--- src/rtl/alu_requester_pkg.sv ---
// Shared types for the ALU requester: opcode and FSM state encodings,
// plus the result value reported on a timed-out command.
package alu_req_pkg;

  typedef enum logic [2:0] {
    NO_OP = 3'b000,
    ADD   = 3'b001,
    AND   = 3'b010,
    XOR   = 3'b011,
    MUL   = 3'b100
  } opcode_e;

  typedef enum logic [1:0] {
    IDLE,
    ISSUE,
    RESP,
    DRAIN
  } state_e;

  localparam logic [15:0] RSP_ERR_RESULT = 16'h0000;

endpackage

--- src/rtl/alu_requester_if.sv ---
// Command stream, ALU pin bundle and response stream of the ALU requester.
// master = requester side, slave = sequencer/ALU side.
interface alu_requester_if;

  logic        cmd_valid;
  logic        cmd_ready;
  logic [7:0]  cmd_a;
  logic [7:0]  cmd_b;
  logic [2:0]  cmd_op;

  logic [7:0]  alu_A;
  logic [7:0]  alu_B;
  logic [2:0]  alu_op;
  logic        alu_start;
  logic        alu_done;
  logic [15:0] alu_result;

  logic        rsp_valid;
  logic        rsp_ready;
  logic [15:0] rsp_result;
  logic [2:0]  rsp_op;
  logic        rsp_error;

  modport master (
    input  cmd_valid, cmd_a, cmd_b, cmd_op,
    output cmd_ready,
    output alu_A, alu_B, alu_op, alu_start,
    input  alu_done, alu_result,
    output rsp_valid, rsp_result, rsp_op, rsp_error,
    input  rsp_ready
  );

  modport slave (
    output cmd_valid, cmd_a, cmd_b, cmd_op,
    input  cmd_ready,
    input  alu_A, alu_B, alu_op, alu_start,
    output alu_done, alu_result,
    input  rsp_valid, rsp_result, rsp_op, rsp_error,
    output rsp_ready
  );

endinterface

--- src/rtl/alu_requester.sv ---
// Initiator for the start/done ALU protocol: one command in flight, response
// held until accepted, then a start-low drain. ALU_REQ_TIMEOUT_EN adds an issue timeout.
module alu_requester
  import alu_req_pkg::*;
#(
  parameter int unsigned DRAIN_CYCLES   = 4,
  parameter int unsigned TIMEOUT_CYCLES = 15
) (
  input logic        clk,
  input logic        reset_n,
  alu_requester_if.master bus
);

  localparam int unsigned DW = $clog2(DRAIN_CYCLES + 1);

  if (DRAIN_CYCLES < 1 || TIMEOUT_CYCLES < 1) begin : g_param_check
    $error("alu_requester: DRAIN_CYCLES and TIMEOUT_CYCLES must be at least 1");
  end

  state_e        state_q, state_d;
  logic [7:0]    alu_a_q, alu_a_d;
  logic [7:0]    alu_b_q, alu_b_d;
  logic [2:0]    alu_op_q, alu_op_d;
  logic          alu_start_q, alu_start_d;
  logic          rsp_valid_q, rsp_valid_d;
  logic [15:0]   rsp_result_q, rsp_result_d;
  logic [2:0]    rsp_op_q, rsp_op_d;
  logic [DW-1:0] drain_cnt_q, drain_cnt_d;

`ifdef ALU_REQ_TIMEOUT_EN
  localparam int unsigned TW = $clog2(TIMEOUT_CYCLES + 1);
  logic [TW-1:0] to_cnt_q, to_cnt_d;
  logic          rsp_error_q, rsp_error_d;
`endif

  always_comb begin
    state_d      = state_q;
    alu_a_d      = alu_a_q;
    alu_b_d      = alu_b_q;
    alu_op_d     = alu_op_q;
    alu_start_d  = alu_start_q;
    rsp_valid_d  = rsp_valid_q;
    rsp_result_d = rsp_result_q;
    rsp_op_d     = rsp_op_q;
    drain_cnt_d  = drain_cnt_q;
`ifdef ALU_REQ_TIMEOUT_EN
    to_cnt_d     = to_cnt_q;
    rsp_error_d  = rsp_error_q;
`endif

    unique case (state_q)
      IDLE: begin
        if (bus.cmd_valid) begin
          alu_a_d  = bus.cmd_a;
          alu_b_d  = bus.cmd_b;
          alu_op_d = bus.cmd_op;
`ifdef ALU_REQ_TIMEOUT_EN
          to_cnt_d    = '0;
          rsp_error_d = 1'b0;
`endif
          // The ALU never raises done for NO_OP, so answer it locally.
          if (bus.cmd_op == NO_OP) begin
            rsp_result_d = '0;
            rsp_op_d     = bus.cmd_op;
            rsp_valid_d  = 1'b1;
            state_d      = RESP;
          end else begin
            alu_start_d = 1'b1;
            state_d     = ISSUE;
          end
        end
      end

      ISSUE: begin
        if (bus.alu_done) begin
          rsp_result_d = bus.alu_result;
          rsp_op_d     = alu_op_q;
          rsp_valid_d  = 1'b1;
          alu_start_d  = 1'b0;
          state_d      = RESP;
        end
`ifdef ALU_REQ_TIMEOUT_EN
        else if (to_cnt_q == TW'(TIMEOUT_CYCLES - 1)) begin
          rsp_result_d = RSP_ERR_RESULT;
          rsp_op_d     = alu_op_q;
          rsp_error_d  = 1'b1;
          rsp_valid_d  = 1'b1;
          alu_start_d  = 1'b0;
          state_d      = RESP;
        end else begin
          to_cnt_d = to_cnt_q + 1'b1;
        end
`endif
      end

      RESP: begin
        if (bus.rsp_ready) begin
          rsp_valid_d = 1'b0;
          drain_cnt_d = DW'(DRAIN_CYCLES - 1);
          state_d     = DRAIN;
        end
      end

      DRAIN: begin
        // Any done pulse arriving here is stale and deliberately dropped.
        if (drain_cnt_q == '0) begin
          state_d = IDLE;
        end else begin
          drain_cnt_d = drain_cnt_q - 1'b1;
        end
      end

      default: state_d = IDLE;
    endcase
  end

  always_ff @(posedge clk or negedge reset_n) begin
    if (!reset_n) begin
      state_q      <= IDLE;
      alu_a_q      <= '0;
      alu_b_q      <= '0;
      alu_op_q     <= '0;
      alu_start_q  <= 1'b0;
      rsp_valid_q  <= 1'b0;
      rsp_result_q <= '0;
      rsp_op_q     <= '0;
      drain_cnt_q  <= '0;
`ifdef ALU_REQ_TIMEOUT_EN
      to_cnt_q     <= '0;
      rsp_error_q  <= 1'b0;
`endif
    end else begin
      state_q      <= state_d;
      alu_a_q      <= alu_a_d;
      alu_b_q      <= alu_b_d;
      alu_op_q     <= alu_op_d;
      alu_start_q  <= alu_start_d;
      rsp_valid_q  <= rsp_valid_d;
      rsp_result_q <= rsp_result_d;
      rsp_op_q     <= rsp_op_d;
      drain_cnt_q  <= drain_cnt_d;
`ifdef ALU_REQ_TIMEOUT_EN
      to_cnt_q     <= to_cnt_d;
      rsp_error_q  <= rsp_error_d;
`endif
    end
  end

  assign bus.cmd_ready  = (state_q == IDLE);
  assign bus.alu_A      = alu_a_q;
  assign bus.alu_B      = alu_b_q;
  assign bus.alu_op     = alu_op_q;
  assign bus.alu_start  = alu_start_q;
  assign bus.rsp_valid  = rsp_valid_q;
  assign bus.rsp_result = rsp_result_q;
  assign bus.rsp_op     = rsp_op_q;
`ifdef ALU_REQ_TIMEOUT_EN
  assign bus.rsp_error  = rsp_error_q;
`else
  assign bus.rsp_error  = 1'b0;
`endif

endmodule

--- src/flat_wrapper.sv ---
// flat-port wrapper written by rule: the top's interface ports become plain ports
module alu_requester_flat import alu_req_pkg::*;
#(
  parameter int unsigned DRAIN_CYCLES   = 4,
  parameter int unsigned TIMEOUT_CYCLES = 15
)
  (clk, reset_n, bus_cmd_valid, bus_cmd_a, bus_cmd_b, bus_cmd_op, bus_cmd_ready, bus_alu_A, bus_alu_B, bus_alu_op, bus_alu_start, bus_alu_done, bus_alu_result, bus_rsp_valid, bus_rsp_result, bus_rsp_op, bus_rsp_error, bus_rsp_ready);
  alu_requester_if bus_i ();
  input logic clk;
  input logic reset_n;
  input wire logic [$bits(bus_i.cmd_valid)-1:0] bus_cmd_valid;
  input wire logic [$bits(bus_i.cmd_a)-1:0] bus_cmd_a;
  input wire logic [$bits(bus_i.cmd_b)-1:0] bus_cmd_b;
  input wire logic [$bits(bus_i.cmd_op)-1:0] bus_cmd_op;
  output wire logic [$bits(bus_i.cmd_ready)-1:0] bus_cmd_ready;
  output wire logic [$bits(bus_i.alu_A)-1:0] bus_alu_A;
  output wire logic [$bits(bus_i.alu_B)-1:0] bus_alu_B;
  output wire logic [$bits(bus_i.alu_op)-1:0] bus_alu_op;
  output wire logic [$bits(bus_i.alu_start)-1:0] bus_alu_start;
  input wire logic [$bits(bus_i.alu_done)-1:0] bus_alu_done;
  input wire logic [$bits(bus_i.alu_result)-1:0] bus_alu_result;
  output wire logic [$bits(bus_i.rsp_valid)-1:0] bus_rsp_valid;
  output wire logic [$bits(bus_i.rsp_result)-1:0] bus_rsp_result;
  output wire logic [$bits(bus_i.rsp_op)-1:0] bus_rsp_op;
  output wire logic [$bits(bus_i.rsp_error)-1:0] bus_rsp_error;
  input wire logic [$bits(bus_i.rsp_ready)-1:0] bus_rsp_ready;
  assign bus_i.cmd_valid = bus_cmd_valid;
  assign bus_i.cmd_a = bus_cmd_a;
  assign bus_i.cmd_b = bus_cmd_b;
  assign bus_i.cmd_op = bus_cmd_op;
  assign bus_cmd_ready = bus_i.cmd_ready;
  assign bus_alu_A = bus_i.alu_A;
  assign bus_alu_B = bus_i.alu_B;
  assign bus_alu_op = bus_i.alu_op;
  assign bus_alu_start = bus_i.alu_start;
  assign bus_i.alu_done = bus_alu_done;
  assign bus_i.alu_result = bus_alu_result;
  assign bus_rsp_valid = bus_i.rsp_valid;
  assign bus_rsp_result = bus_i.rsp_result;
  assign bus_rsp_op = bus_i.rsp_op;
  assign bus_rsp_error = bus_i.rsp_error;
  assign bus_i.rsp_ready = bus_rsp_ready;
  alu_requester #(.DRAIN_CYCLES(DRAIN_CYCLES), .TIMEOUT_CYCLES(TIMEOUT_CYCLES)) u_core (.clk(clk), .reset_n(reset_n), .bus(bus_i));
endmodule
--- config.mk ---
export PLATFORM = sky130hd
export DESIGN_NAME = alu_requester_flat
export DESIGN_NICKNAME = d
export VERILOG_FILES = /design/src/rtl/alu_requester_pkg.sv /design/src/rtl/alu_requester_if.sv /design/src/rtl/alu_requester.sv /design/src/flat_wrapper.sv
export SDC_FILE = /design/constraint.sdc
export NUM_CORES = 1
export LEC_CHECK = 0
export CAP_MARGIN = 30
export CORE_ASPECT_RATIO = 1.25
export CORE_MARGIN = 3
export CORE_UTILIZATION = 44
export DETAILED_ROUTE_END_ITERATION = 8
export PLACE_DENSITY = 0.89
export SYNTH_ARGS = -nofsm -noshare
export SYNTH_HDL_FRONTEND = slang
export SYNTH_SLANG_ARGS = --single-unit
--- constraint.sdc ---
create_clock -name clk -period 2.1 [get_ports clk]
set_input_delay 0.63 -clock clk [delete_from_list [all_inputs] [get_ports clk]]
set_output_delay 0.63 -clock clk [all_outputs]
set_load 0.1 [all_outputs]
# ---- Word-level counts from Yosys, hierarchy flattened
# Index checks and enable logic that the tools add are counted.
dict set report totals {
  reg_bits 45
  inputBits 40
  out_inout_bits 42
}
dict set report op_classes {
  add_sub_neg 1
  eq_ne 10
  muxes 26
  reduce_logical 12
}
# cell count
set ops {}
lappend ops {{16-bit two-way mux} 3}
lappend ops {{16-bit case mux with 2 select lines} 1}
lappend ops {{3-bit two-way mux} 5}
lappend ops {{3-bit case mux with 2 select lines} 2}
lappend ops {{4-bit AND reduction} 3}
lappend ops {{2-bit two-way mux} 5}
lappend ops {{2-bit != test, second input constant} 5}
lappend ops {{2-bit case mux with 4 select lines} 1}
lappend ops {{1-bit two-way mux} 7}
lappend ops {{3-bit logical NOT} 2}
lappend ops {{5-bit AND reduction} 1}
lappend ops {{2-bit equality test, second input constant} 2}
lappend ops {{2-bit by 1-bit != test with 1-bit output, second input constant} 2}
lappend ops {{2-bit nonzero test} 2}
lappend ops {{1-bit case mux with 3 select lines} 1}
lappend ops {{3-bit AND reduction} 1}
lappend ops {{3-bit nonzero test} 1}
lappend ops {{3-bit by 1-bit subtractor with 3-bit output, second input constant} 1}
lappend ops {{2-bit by 1-bit equality test with 1-bit output, second input constant} 1}
lappend ops {{2-bit logical NOT} 1}
lappend ops {{1-bit case mux with 2 select lines} 1}
lappend ops {{2-bit AND reduction} 1}

# ---- Longest topological paths before layout
dict set report depth {
  depth_word 4
  mapped_depth 8
}

# ---- Worst setup path after synthesis
# OpenSTA, ideal clock, no wires.
dict set report synth_timing {
  path_type {register to register}
  startpoint {register u_core.state_q[0]}
  endpoint {register u_core.alu_op_q[0] (netlist: u_core.bus.alu_op[0])}
  t_arrival_ns 2.468
  required_time_ns 1.974
  slack_ns -0.494
  path_stages_with_launch 6
  n_path_buf 1
  synth_period_minus_slack_ns 2.594
  cell_sequence {dfrtp_1 -> inv_1 -> ha_1 -> nand2_1 -> buf_2 -> mux2_2}
}
dict set report synth_between {
  elab_chain_len 2
}
# element line
set synth_rtl {}
lappend synth_rtl {{from (decl)} alu_requester.sv:20} ;# state_e state_q, state_d;
lappend synth_rtl {{from (signal assigned)} alu_requester.sv:133} ;# state_q <= state_d;
lappend synth_rtl {{2-bit logical NOT} n/a}
lappend synth_rtl {{named net bus_cmd_ready} flat_wrapper.sv:15} ;# output wire logic [$bits(bus_i.cmd_ready)-1:0] bus_cmd_ready;
lappend synth_rtl {{2-bit AND reduction (no line)} n/a}
lappend synth_rtl {{to (signal assigned)} alu_requester.sv:136} ;# alu_op_q <= alu_op_d;
lappend synth_rtl {{to (decl)} alu_requester.sv:23} ;# logic [2:0] alu_op_q, alu_op_d;
# The timed path passes the listed nets, and every way through them passes these cells.
# A chain may end at the register's enable or synchronous reset.

# ---- Worst setup path in the final report
dict set report layout_timing {
  startpoint {input bus_cmd_op[1]}
  endpoint {register u_core.rsp_result_q[3] (netlist: u_core.bus.rsp_result[3])}
}
dict set report layout_between {
  elab_chain_len 3
}
# element line
set layout_rtl {}
lappend layout_rtl {{from (decl)} flat_wrapper.sv:14} ;# input wire logic [$bits(bus_i.cmd_op)-1:0] bus_cmd_op;
lappend layout_rtl {{3-bit logical NOT} alu_requester.sv:62} ;# if (bus.cmd_op == NO_OP) begin
lappend layout_rtl {{2-bit by 1-bit != test with 1-bit output (no line)} n/a}
lappend layout_rtl {{4-bit AND reduction (no line)} n/a}
lappend layout_rtl {{to (signal assigned)} alu_requester.sv:139} ;# rsp_result_q <= rsp_result_d;
lappend layout_rtl {{to (decl)} alu_requester.sv:26} ;# logic [15:0] rsp_result_q, rsp_result_d;
# No other way between the ends.

==> results by stage <==
CTS:
- Once the clock tree was built, the setup fixing pass inserted 0 buffers.
- The clock passes through at most 2 buffers.
- The later-pin clock latency in the skew report is 290 ps.
- TritonCTS built the clock tree.
- The number of buffers added to fix hold violations after cts is 0.
- Clock tree synthesis selected as its root buffer the cell clkbuf_8.
- Clock tree synthesis found a total of 45 sinks.
- The number of clock buffers added by TritonCTS is 5.
- The maximum level of the CTS H-tree is 2.
- In this run, post-CTS repair resized a total of 0 instances.
- After clock tree synthesis, the clock-pin slew on the worst setup and hold paths is 80 ps.

Yosys:
- Averaged over all synthesized cells, the footprint is 12.0 sq um.
- The proportion of synthesized chip area in sequential cells is 53.1%.
- Of the post-synthesis cell area, the dominant cell type holds 53.1%.
- The proportion of register bits with asynchronous set or reset after synthesis is 100%.
- Sorting the synthesized cells by area gives the leading types as dfrtp_1 (53%), mux2_2 (11%), ha_1 (4.7%).
- The number of nets in the synthesized netlist is 225.
- After synthesis, the netlist uses 30 different library cells.
- Of the total synthesized cell area, the portion taken by AND, OR, NAND and NOR gates is 9.55%.
- The number of synthesis warnings is 0.
- Summing the areas of all fa, ha and maj instances in the mapped netlist gives 4.72% of the synthesized area.
- In this run, synthesis inferred 0 flip-flops with an integrated enable.
- After Yosys synthesis, XOR and XNOR cells account for 0% of the synthesized area.
- The number of instances in the synthesized netlist is 177.
- dfrtp_1 takes more of the synthesized area than any other cell.
- After synthesis, the largest family of logic cells by area is multiplexers.
- The share of cell area taken by muxes after synthesis is 14.0%.
- Counting flops and latches in the post-synthesis netlist gives 45.
- In this run the cell area of the synthesized design comes to 2120 sq um.
- The compound-gate portion of the synthesized area is 11.2%.
- The most used flip-flop cell after synthesis is dfrtp_1.

Route:
- The first TritonRoute pass finished after 4 iterations.
- After detailed routing, the total wire length is 5310 microns.
- After detailed routing, the average wire length per cell comes to 16.3 microns.
- The detailed router finished its first iteration with 58 violations.
- The DRC violation count after routing is 0.
- The via-per-instance ratio is 5.08.
- The number of vias after detailed routing is 1650.
- The post-detailed-route count of antenna-violating nets is 0.

Worst setup path:
- The critical path is of the input port to register type.
- The worst register-to-register path ends at u_core.bus.rsp_result[3].
- The launch instance of the worst register-to-register path is u_core.state_q[1].
- The reg2reg setup slack is 160 ps.
- The last element of the critical path is u_core.bus.rsp_result[3].
- The nature of the critical path endpoint is a register.
- The category of the worst setup path launch point is an input port.
- The number of cells on the worst reg-to-reg path is 7.
- STA puts the critical path data arrival time at 2220 ps.
- Along the worst path, the maximum fanout reaches 19.
- Data on the critical path is required at its endpoint by 2320 ps.
- The launching element of the worst setup path is bus_cmd_op[1].

Floorplan:
- The top-level port count is 82.
- The floorplan step defined a die boundary enclosing 5700 sq um.
- The horizontal die dimension is 68.1 microns.
- After floorplanning, the core was divided into 27 placement rows.
- The area inside the core boundary is 4530 sq um.
- The initial cell density of the core is 46.9%.
- The die extent in y is 83.6 microns.

GRT:
- Global routing finished with a remaining overflow of 0.
- The via count of the first global-routing pass is 1843.
- The total routing usage reported by global routing is 19.9%.
- Entering global routing, the biggest net connects 39 pins.
- The initial antenna violation count is 0.
- The global-route wire length before repair is 8510 microns.

Layout:
- The synthesis-to-layout area growth is 67.5%.
- The repair_antennas step left the layout with diodes totalling 0.
- The fraction of final layout cells sized beyond drive strength 1 is 38.6%.
- For this run, the post-layout net count is 316.

Outcome:
- The run finished with clean final reports.

STA:
- The setup total negative slack is 0 ps.
- The shortest clock period the worst path allows after layout is 1990 ps.
- Static timing analysis puts the maximum clock frequency at 502 MHz.
- The final count of negative-setup-slack endpoints is 0.
- The final hold violation count is 0.
- The post-route clock skew is 7.38 ps.
- The worst hold slack is 315 ps.
- Measured against its own limit, the worst slew margin works out to 63.3%.
- The number of max-slew violations in the final report came to 0.
- Setup repair after global routing left no endpoint under its margin.
- In the finished design, the share of the clock period the worst path needs comes to 94.9%.
- The transition at the pin with the smallest max-transition slack is 551 ps.

Flow run:
- The number of max-capacitance violations reported is 0.

Placement:
- The HPWL after detailed placement is 4100 microns.
- Buffers placed on the I/O ports in this run total 80.
- The final weighted congestion in routability-driven placement is 0.742.

Worst hold path:
- The tightest min-delay check is of the input port to async pin type.
==> synth_stat cells, types with 2 or more instances <==
master,count
dfrtp_1,45
inv_1,23
mux2_2,21
ha_1,8
nand3_1,8
nand3_2,8
nor2_1,8
o21ai_2,8
o21ai_0,7
mux2i_1,6
a21oi_1,4
buf_2,3
nand2_1,3
nor2b_1,3
a21oi_2,2
buf_6,2
nor2_2,2
nor3_1,2
o21ai_1,2
o41ai_1,2
==> worst max-delay path, cell delays in order <==
cell             delay, ps
clkdlybuf4s50_1        430
o31a_1                 350
a2111oi_4              340
clkbuf_16              280
nand3_1                 80
o21ai_1                100
==> through the flow <==
stage / util, % / setup WS, ps / cell area (sq um) / instances
after global placement: 76.5 / -179 / 3460 / 318
after global routing: 78.5 / 6.52 / 3550 / 325
after detailed placement: 76.5 / -285 / 3460 / 318
final: 78.5 / 106 / 3550 / 325
after CTS: 78.2 / 47.1 / 3540 / 324
after floorplan: - / 239 / 2130 / 177
==> worst min path at each step <==
stage	endpoint	slack [ps]	depth (start not counted)
floorplan	u_core.bus.alu_A[0]	330	0
global placement	u_core.drain_cnt_q[1]	520	2
detailed placement	u_core.drain_cnt_q[1]	550	2
CTS	u_core.bus.rsp_result[6]	320	1
global route	u_core.bus.rsp_op[2]	340	1
finish	u_core.bus.rsp_op[2]	310	1
==> layout make-up <==
class	count	area [sq um]
multi-input cells	101	853
flip-flops and latches	45	1130
repair buffers	92	1340
clock buffers	5	68.8
inverters	23	86.3
fillers	281	972
clock inverters	1	5.00
well taps	58	72.6
==> placed cells by master (no fill, tap or decap), types with 7 or more instances in the layout <==
| cell type | instances |
|---|---|
| buf_12 | 43 |
| buf_4 | 8 |
| clkdlybuf4s50_1 | 38 |
| dfrtp_1 | 45 |
| ha_1 | 7 |
| inv_1 | 23 |
| mux2_2 | 21 |
| nand3_1 | 8 |
| nand3_2 | 8 |
| nor2_1 | 8 |
| o21ai_0 | 7 |
| o21ai_2 | 8 |
==> per-layer routing <==
metal	wire (microns)	vias to the layer above	track usage [%]
met2	3040	59	36.5
met5	0	-	0
met1	1810	804	19.9
li1	-	775	-
met3	331	12	6.20
met4	130	0	7.23
==> flip-flops by register name (all words and copies together) (netlist names) <==
signal	flops
u_core.bus.alu_op	3
u_core.state_q	2
u_core.bus.alu_A	8
u_core.bus.rsp_op	3
u_core.drain_cnt_q	3
u_core.bus.alu_B	8
u_core.bus.alu_start	1
u_core.bus.rsp_valid	1
u_core.bus.rsp_result	16
==> cell families (layout without fill, tap and decap cells) <==
logic type      after synthesis  count (layout)
compound gates               31              31
fa+ha+maj                     8               8
buf+inv                      31             121
flops                        45              45
mux                          27              27
other cells                   1               1
simple gates                 34              34
Power is left out: the tool's default activity adds up to more than one toggle a clock period on the data nets, which glitch-free logic cannot reach.
